**config.mk**
```make
export PLATFORM = sky130hd
export DESIGN_NAME = vc_arbiter_ctrl
export DESIGN_NICKNAME = d
export VERILOG_FILES = /design/src/rtl/vc_arbiter_ctrl.sv
export SDC_FILE = /design/constraint.sdc
export NUM_CORES = 1
export LEC_CHECK = 0
export CAP_MARGIN = 40
export CORE_ASPECT_RATIO = 1.25
export CORE_MARGIN = 5
export CORE_UTILIZATION = 45
export CTS_BUF_LIST = sky130_fd_sc_hd__clkbuf_2 sky130_fd_sc_hd__clkbuf_4 sky130_fd_sc_hd__clkbuf_8
export DETAILED_ROUTE_END_ITERATION = 7
export PLACE_DENSITY_LB_ADDON = 0.08
export SYNTH_ARGS = -nofsm -noshare
export SYNTH_HDL_FRONTEND = slang
export SYNTH_SLANG_ARGS = --single-unit
```
**constraint.sdc**
```tcl
create_clock -name clk -period 5.6 [get_ports clk]
set_input_delay 1.4 -clock clk [delete_from_list [all_inputs] [get_ports clk]]
set_output_delay 1.4 -clock clk [all_outputs]
set_load 0.02 [all_outputs]
```
**src/rtl/vc_arbiter_ctrl.sv**
```systemverilog
// Flow-control FSM and weighted round-robin drain arbiter for the two class FIFOs
// (VC0/VC1) feeding one downstream port; at most one word is moved per cycle.
module vc_arbiter_ctrl #(
   parameter int WIDTH = 10,
   parameter int UMB_W = 3,
   parameter int W0    = 3,
   parameter int W1    = 1
) (
   input  logic             clk,
   input  logic             reset,
   input  logic             init,
   input  logic [UMB_W-1:0] umb_af_in,
   input  logic [UMB_W-1:0] umb_ae_in,
   input  logic             vc0_empty,
   input  logic             vc1_empty,
   input  logic [WIDTH-1:0] vc0_data,
   input  logic [WIDTH-1:0] vc1_data,
   input  logic             vc0_ovf,
   input  logic             vc1_ovf,
   input  logic             dn_afull,
   output logic             pop_vc0,
   output logic             pop_vc1,
   output logic             push_out,
   output logic [WIDTH-1:0] data_out,
   output logic             vc_out,
   output logic [UMB_W-1:0] umb_af_out,
   output logic [UMB_W-1:0] umb_ae_out,
   output logic [4:0]       state,
   output logic             idle_out,
   output logic             error_out
);

   // Handshake: a pop_vcN high during a cycle consumes the FIFO head on the next rising
   // edge; push_out is high for exactly one cycle per forwarded word, one cycle after its pop.

   typedef enum logic [4:0] {
      ST_RESET  = 5'b00001,
      ST_INIT   = 5'b00010,
      ST_IDLE   = 5'b00100,
      ST_ACTIVE = 5'b01000,
      ST_ERROR  = 5'b10000
   } state_t;

   localparam logic [2:0] WT0 = 3'(W0);
   localparam logic [2:0] WT1 = 3'(W1);

   state_t     st;
   state_t     st_nxt;
   logic       cur_vc;
   logic [2:0] run_cnt;

   logic       ovf;
   logic       pop_ok;
   logic       cur_ne;
   logic       oth_ne;
   logic [2:0] w_cur;
   logic       grant;
   logic       grant_vc;
   logic       nxt_cur;
   logic [2:0] nxt_cnt;

   assign ovf    = vc0_ovf | vc1_ovf;
   assign pop_ok = (st == ST_ACTIVE) && !dn_afull && !init && !ovf;

   // Weighted round robin: stay on the current class while its quota lasts, hand over
   // to a waiting class once it is used up, and keep streaming if nobody else waits.
   always_comb begin
      cur_ne   = cur_vc ? !vc1_empty : !vc0_empty;
      oth_ne   = cur_vc ? !vc0_empty : !vc1_empty;
      w_cur    = cur_vc ? WT1 : WT0;
      grant    = 1'b0;
      grant_vc = cur_vc;
      nxt_cur  = cur_vc;
      nxt_cnt  = run_cnt;
      if (cur_ne && (run_cnt < w_cur)) begin
         grant   = 1'b1;
         nxt_cnt = run_cnt + 3'd1;
      end else if (oth_ne) begin
         grant    = 1'b1;
         grant_vc = ~cur_vc;
         nxt_cur  = ~cur_vc;
         nxt_cnt  = 3'd1;
      end else if (cur_ne) begin
         grant   = 1'b1;
         nxt_cnt = w_cur;
      end
   end

   assign pop_vc0 = pop_ok & grant & ~grant_vc;
   assign pop_vc1 = pop_ok & grant &  grant_vc;

   // Overflow beats a reload request, which beats all ordinary transitions.
   always_comb begin
      st_nxt = st;
      case (st)
         ST_RESET: st_nxt = ST_INIT;
         ST_ERROR: st_nxt = ST_ERROR;
         ST_INIT, ST_IDLE, ST_ACTIVE: begin
            if (ovf) begin
               st_nxt = ST_ERROR;
            end else if (init) begin
               st_nxt = ST_INIT;
            end else begin
               case (st)
                  ST_INIT: st_nxt = ST_IDLE;
                  ST_IDLE: begin
                     if (!vc0_empty || !vc1_empty) st_nxt = ST_ACTIVE;
                  end
                  ST_ACTIVE: begin
                     if (vc0_empty && vc1_empty) st_nxt = ST_IDLE;
                  end
                  default: st_nxt = st;
               endcase
            end
         end
         default: st_nxt = ST_RESET;
      endcase
   end

   always_ff @(posedge clk or negedge reset) begin
      if (!reset) begin
         st         <= ST_RESET;
         idle_out   <= 1'b0;
         error_out  <= 1'b0;
         cur_vc     <= 1'b0;
         run_cnt    <= 3'd0;
         push_out   <= 1'b0;
         data_out   <= '0;
         vc_out     <= 1'b0;
         umb_af_out <= '0;
         umb_ae_out <= '0;
      end else begin
         st        <= st_nxt;
         idle_out  <= (st_nxt == ST_IDLE);
         error_out <= (st_nxt == ST_ERROR);
         if ((st == ST_INIT) && init && !ovf) begin
            umb_af_out <= umb_af_in;
            umb_ae_out <= umb_ae_in;
         end
         if (pop_vc0 || pop_vc1) begin
            cur_vc   <= nxt_cur;
            run_cnt  <= nxt_cnt;
            data_out <= grant_vc ? vc1_data : vc0_data;
            vc_out   <= grant_vc;
            push_out <= 1'b1;
         end else begin
            push_out <= 1'b0;
         end
      end
   end

   assign state = st;

endmodule
```
==> results of run 1 <==
-- worst paths after layout --
path | from | to | slack, ps
worst max-delay path | init | pop_vc0 | 710
worst min-delay path | run_cnt[0] | run_cnt[0] | 520
worst max register to register | state[4] | umb_ae_out[1] | 3530
worst min register to register | run_cnt[0] | run_cnt[0] | 520
max in group asynchronous | reset | state[0] | 3860
min in group asynchronous | reset | push_out | 1440
-- through the flow --
stage / power [uW] / hold slack (ps)
5_1_grt: 675.9 / 542.9
2_1_floorplan: 408.9 / 468.0
6_report: 642.8 / 519.7
4_1_cts: 649.5 / 519.6
3_5_place_dp: 517.8 / 496.0
3_3_place_gp: 513.9 / 490.5
-- state kept, by name, indices dropped and copies added (netlist names) --
register,count
idle_out,1
push_out,1
data_out,10
umb_ae_out,3
error_out,1
run_cnt,3
umb_af_out,3
cur_vc,1
state,5
-- power by group --
part | switching, uW | internal, uW | leakage (uW)
Clock | 58.3 | 72.3 | 0.0000279
Combinational | 102 | 134 | 0.000514
Sequential | 36.8 | 240 | 0.000373
-- layer usage --
| metal | up-vias | wire length [um] | track usage [%] |
|---|---|---|---|
| li1 | 559 | - | - |
| met1 | 541 | 1376 | 20.18 |
| met2 | 36 | 1639 | 27.40 |
| met3 | 2 | 217 | 3.423 |
| met4 | 0 | 31 | 6.045 |
| met5 | - | 0 | 0 |
-- kinds of logic after synthesis --
logic type	share of synthesized area, %
flip-flops	51.85
adder cells (fa/ha/maj)	2.773
AO/OA/AOI/OAI	15.34
buffers and inverters	4.251
multiplexers	8.226
AND/OR/NAND/NOR	16.92
XOR/XNOR	0.6471
-- area by class of cell --
cell class | instances | area (um^2)
Sequential cell | 28 | 701.9
Clock inverter | 1 | 30.03
Clock buffer | 3 | 22.52
Fill cell | 255 | 882.1
Inverter | 3 | 11.26
Timing Repair Buffer | 64 | 630.6
Multi-Input combinational cell | 80 | 594.3
Tap cell | 36 | 45.04
-- cells in the final DEF (no fill, tap or decap), types with 5 or more instances in the layout --
cell type        count
a21oi_1             10
a221o_1             10
and2_0               6
clkdlybuf4s50_1     60
dfrtp_1             27
mux2_4               6
nand2_1              7
nor2_1               5
==> flow_summary_export.csv, run 1 <==
group,metric,value,unit
detailed_routing,vias_per_cell,5.293,
final_layout,layout.cells.non_filler,215,
yosys,synth_top_area_share,49.91,%
detailed_routing,wl,3.265,mm
worst_hold_path,hold_path.class,"flip-flop to flip-flop",
yosys,ys_ff_latch,28,
detailed_routing,vias,1138,
yosys,ys.flop_type,"dfrtp_1",
timing,clock.fmax,0.2046,GHz
detailed_routing,routedWlPerCell,15.19,um
yosys,synth.area.top_cells,"dfrtp_1 (50%), a221o_1 (7.4%), mux2_4 (6.7%), a21oi_1 (3.7%), and2_0 (2.8%)",
setup_path,critPathSlowestCell,"clkdlybuf4s50_1",
timing,final.setup.tns,0,ps
detailed_routing,postRouteAntennaNets,0,
yosys,yosysWarnings,0,
detailed_routing,drc,0,
die,die_w,59.06,um
final_layout,finalNetCount,217,
setup_path,crit_path_start_kind,"primary input",
die,initial_core_util,46.40,%
timing,rsz0062_at_grt,"false",
placement,place_area,0.001983,mm^2
timing,slew_viol_final,0,
cts,cts_tree,"yes",
die,die_area,0.004212,mm^2
cts,hold_buffers,0,
setup_path,path_common_cell,"clkdlybuf4s50_1",
final_layout,n_antenna_cell,0,
final_layout,postLayoutCoreUtil,69.77,%
global_route,grt_pass1_vias,1161,
cts,postCtsSetupRepairBufs,0,
setup_path,crit_type,"primary input to output pin",
timing,slew_headroom,71.70,%
yosys,syn_inst,117,
timing,setup_ws,712.5,ps
pwr,p_leak,0.0009141,uW
timing,period_share,87.28,%
setup_path,crit_family,"buffers and inverters",
pwr,ir_drop,0.2097,mV
pwr,power_density,315.8,mW/mm^2
yosys,syn_area_per_cell,11.57,um^2
timing,period_needed,4888,ps
placement,dp.cells,211,
yosys,async_flop_share,100.0,%
detailed_routing,drt_iter0_drc,12,
cts,clockBufferDepth,2,
cts,cts-root-buf,"clkbuf_4",
global_route,grt_max_degree,29,
yosys,synth_edf_count,0,
cts,htree_levels,1,
detailed_routing,drt_pass1_iterations,4,
final_layout,fin_area,0.002036,mm^2
die,die_height,71.33,um
yosys,synth_most_common_cell,"dfrtp_1",
yosys,syn-cell-area,0.001354,mm^2
final_layout,drive_gt1_share,10.06,%
yosys,ys_seq_area_share,51.85,%
global_route,antenna_found_initial,0,
placement,hpwl,2.526,mm
timing,finalSetupViolCount,0,
global_route,grt_overflow,0,
outcome,status,"complete, no violations",
setup_path,slowest_delay,660,ps
die,num_io_pins,61,
cts,cts_buffers,3,
die,placementRows,22,
setup_path,cp_cell_sequence,"clkdlybuf4s50_1, nor4_1, nand4_1, buf_4, a21oi_1, clkdlybuf4s50_1",
placement,place_congestion,0.8763,
yosys,yosysTopAreaCell,"dfrtp_1",
yosys,synthDistinctLibCells,34,
worst_hold_path,min_delay_path_depth,1,
setup_path,worst-path-buf-inv,3,
setup_path,critPathCaptureType,"output pin",
setup_path,worstPathArrival,3490,ps
global_route,grt_usage,16.29,%
final_layout,syn2layout_area_growth,50.37,%
placement,io_buffers,60,
die,core-area,0.002918,mm^2
timing,worstMarginPinSlew,420.1,ps
run,maxCapViolCount,0,
placement,place_ws,696.5,ps
yosys,synth_common_cells,"dfrtp_1 (27), a21oi_1 (10), a221o_1 (10)",
setup_path,r2r_cells,3,
setup_path,cp.required,4200,ps
cts,cts_resized,0,
cts,insertion_delay,320,ps
cts,path_clk_slew,150,ps
setup_path,worst-path-stages,6,
setup_path,worstPathMaxFanout,15,
global_route,grt_pass1_wl,5.361,mm
timing,finalHoldViolCount,0,
cts,cts_num_sinks,28,
timing,clock_skew,3.830,ps
yosys,synth_nets,154,
Power figures use the tool's default switching activity.
==> inputs of run 2 (changes only) <==
==> constraint.sdc (replaced) <==
create_clock -name clk -period 5.9 [get_ports clk]
set_input_delay 1.475 -clock clk [delete_from_list [all_inputs] [get_ports clk]]
set_output_delay 1.475 -clock clk [all_outputs]
set_load 0.02 [all_outputs]
==> flow_summary_export.csv, run 2 (synthesis results as in run 1) <==
group,metric,value,unit
timing,final.setup.tns,0,ps
global_route,use_met3,4.324,%
timing,worstMarginPinSlew,386.6,ps
die,die_area,0.004212,mm^2
setup_path,cp_cell_sequence,"clkdlybuf4s50_1, nor4_1, nand4_1, inv_1, and3_1, buf_4, clkdlybuf4s50_1",
setup_path,crit_type,"primary input to output pin",
global_route,antenna_found_initial,0,
die,placementRows,22,
detailed_routing,drt_iter0_drc,13,
setup_path,slowest_delay,630,ps
timing,period_share,86.36,%
timing,slew_headroom,73.96,%
final_layout,syn2layout_area_growth,50.37,%
placement,place_congestion,0.8748,
pwr,p_leak,0.0009141,uW
final_layout,final_cell_mix,"clkdlybuf4s50_1 (60), dfrtp_1 (27), a21oi_1 (10), a221o_1 (10), nand2_1 (7)",
cts,cts_resized,0,
placement,dp.cells,211,
die,initial_core_util,46.40,%
cts,htree_levels,1,
detailed_routing,drc,0,
detailed_routing,routedWlPerCell,15.57,um
die,core-area,0.002918,mm^2
cts,hold_buffers,0,
setup_path,critPathCaptureType,"output pin",
final_layout,drive_gt1_share,10.06,%
setup_path,worst-path-buf-inv,4,
setup_path,cp.required,4430,ps
timing,rsz0062_at_grt,"false",
global_route,grt_max_degree,29,
pwr,power_density,301.0,mW/mm^2
final_layout,postLayoutCoreUtil,69.77,%
cts,postCtsSetupRepairBufs,0,
setup_path,worstPathArrival,3620,ps
die,num_io_pins,61,
setup_path,crit_path_start_kind,"primary input",
final_layout,layout.cells.non_filler,215,
timing,period_needed,5095,ps
setup_path,worstPathMaxFanout,11,
pwr,power,612.7,uW
global_route,grt_pass1_vias,1251,
final_layout,mostFrequentLayoutCell,"clkdlybuf4s50_1",
timing,slew_viol_final,0,
setup_path,path_common_cell,"clkdlybuf4s50_1",
cts,cts_tree,"yes",
detailed_routing,drt_pass1_iterations,4,
global_route,grt_usage,17.69,%
setup_path,r2r_slack,3820,ps
global_route,busiest_layer,"met2",
setup_path,crit_family,"buffers and inverters",
pwr,ir_drop,0.1755,mV
die,die_w,59.06,um
placement,hpwl,2.576,mm
worst_hold_path,hold_path.class,"flip-flop to flip-flop",
outcome,status,"complete, no violations",
timing,clock_skew,2.989,ps
final_layout,finalNetCount,217,
cts,clockBufferDepth,2,
placement,io_buffers,60,
cts,cts-root-buf,"clkbuf_4",
die,die_height,71.33,um
final_layout,n_antenna_cell,0,
global_route,grt_pass1_wl,5.740,mm
global_route,use_met2,29.98,%
global_route,grt_overflow,0,
cts,insertion_delay,330,ps
setup_path,critPathSlowestCell,"clkdlybuf4s50_1",
timing,clock.fmax,0.1963,GHz
cts,cts_buffers,3,
cts,cts_num_sinks,28,
detailed_routing,vias,1159,
timing,finalSetupViolCount,0,
cts,path_clk_slew,150,ps
run,maxCapViolCount,0,
global_route,grt_use_met1,21.24,%
final_layout,top_register,"data_out",
detailed_routing,vias_per_cell,5.391,
detailed_routing,postRouteAntennaNets,0,
final_layout,largest_reg_flops,10,
timing,finalHoldViolCount,0,
detailed_routing,wl,3.348,mm
==> run 2: cell counts in the layout (fill, tap and decap cells not counted) <==
No cell type changed its count.
==> run 2: final cells by class <==
class                           count  area (um^2)
Inverter                            3        11.26
Sequential cell                    28        701.9
Fill cell                         253        882.1
Multi-Input combinational cell     80        594.3
Clock buffer                        3        22.52
Timing Repair Buffer               64        630.6
Tap cell                           36        45.04
Clock inverter                      1        30.03
==> run 2: power by group <==
group	switching [uW]	internal, uW
clock network	56.1	68.7
registers	35.7	228
logic	97.8	127
==> run 2: metrics by stage <==
step | setup WS (ps) | hold WS, ps | instance area, um^2
6_report | 804.8 | 531.4 | 2036
5_1_grt | 539.9 | 557.4 | 2036
4_1_cts | 777.7 | 532.9 | 2036
3_5_place_dp | 796.6 | 496.0 | 1983
3_3_place_gp | 823.8 | 489.0 | 1983
2_1_floorplan | 1688 | 468.0 | 1354
==> run 2: final timing paths <==
| check | start | to | depth (start not counted) |
|---|---|---|---|
| worst max-delay path | init | pop_vc1 | 7 |
| worst min-delay path | umb_ae_out[1] | umb_ae_out[1] | 1 |
| worst max register to register | state[4] | umb_ae_out[0] | 3 |
| worst min register to register | umb_ae_out[1] | umb_ae_out[1] | 1 |
| max in group asynchronous | reset | state[0] | 2 |
| min in group asynchronous | reset | state[3] | 2 |
==> run 2: routing by layer <==
layer	vias to the layer above	routed length, um
met4	0	44
met2	46	1679
met1	550	1378
met3	4	245
met5	-	0
li1	559	-
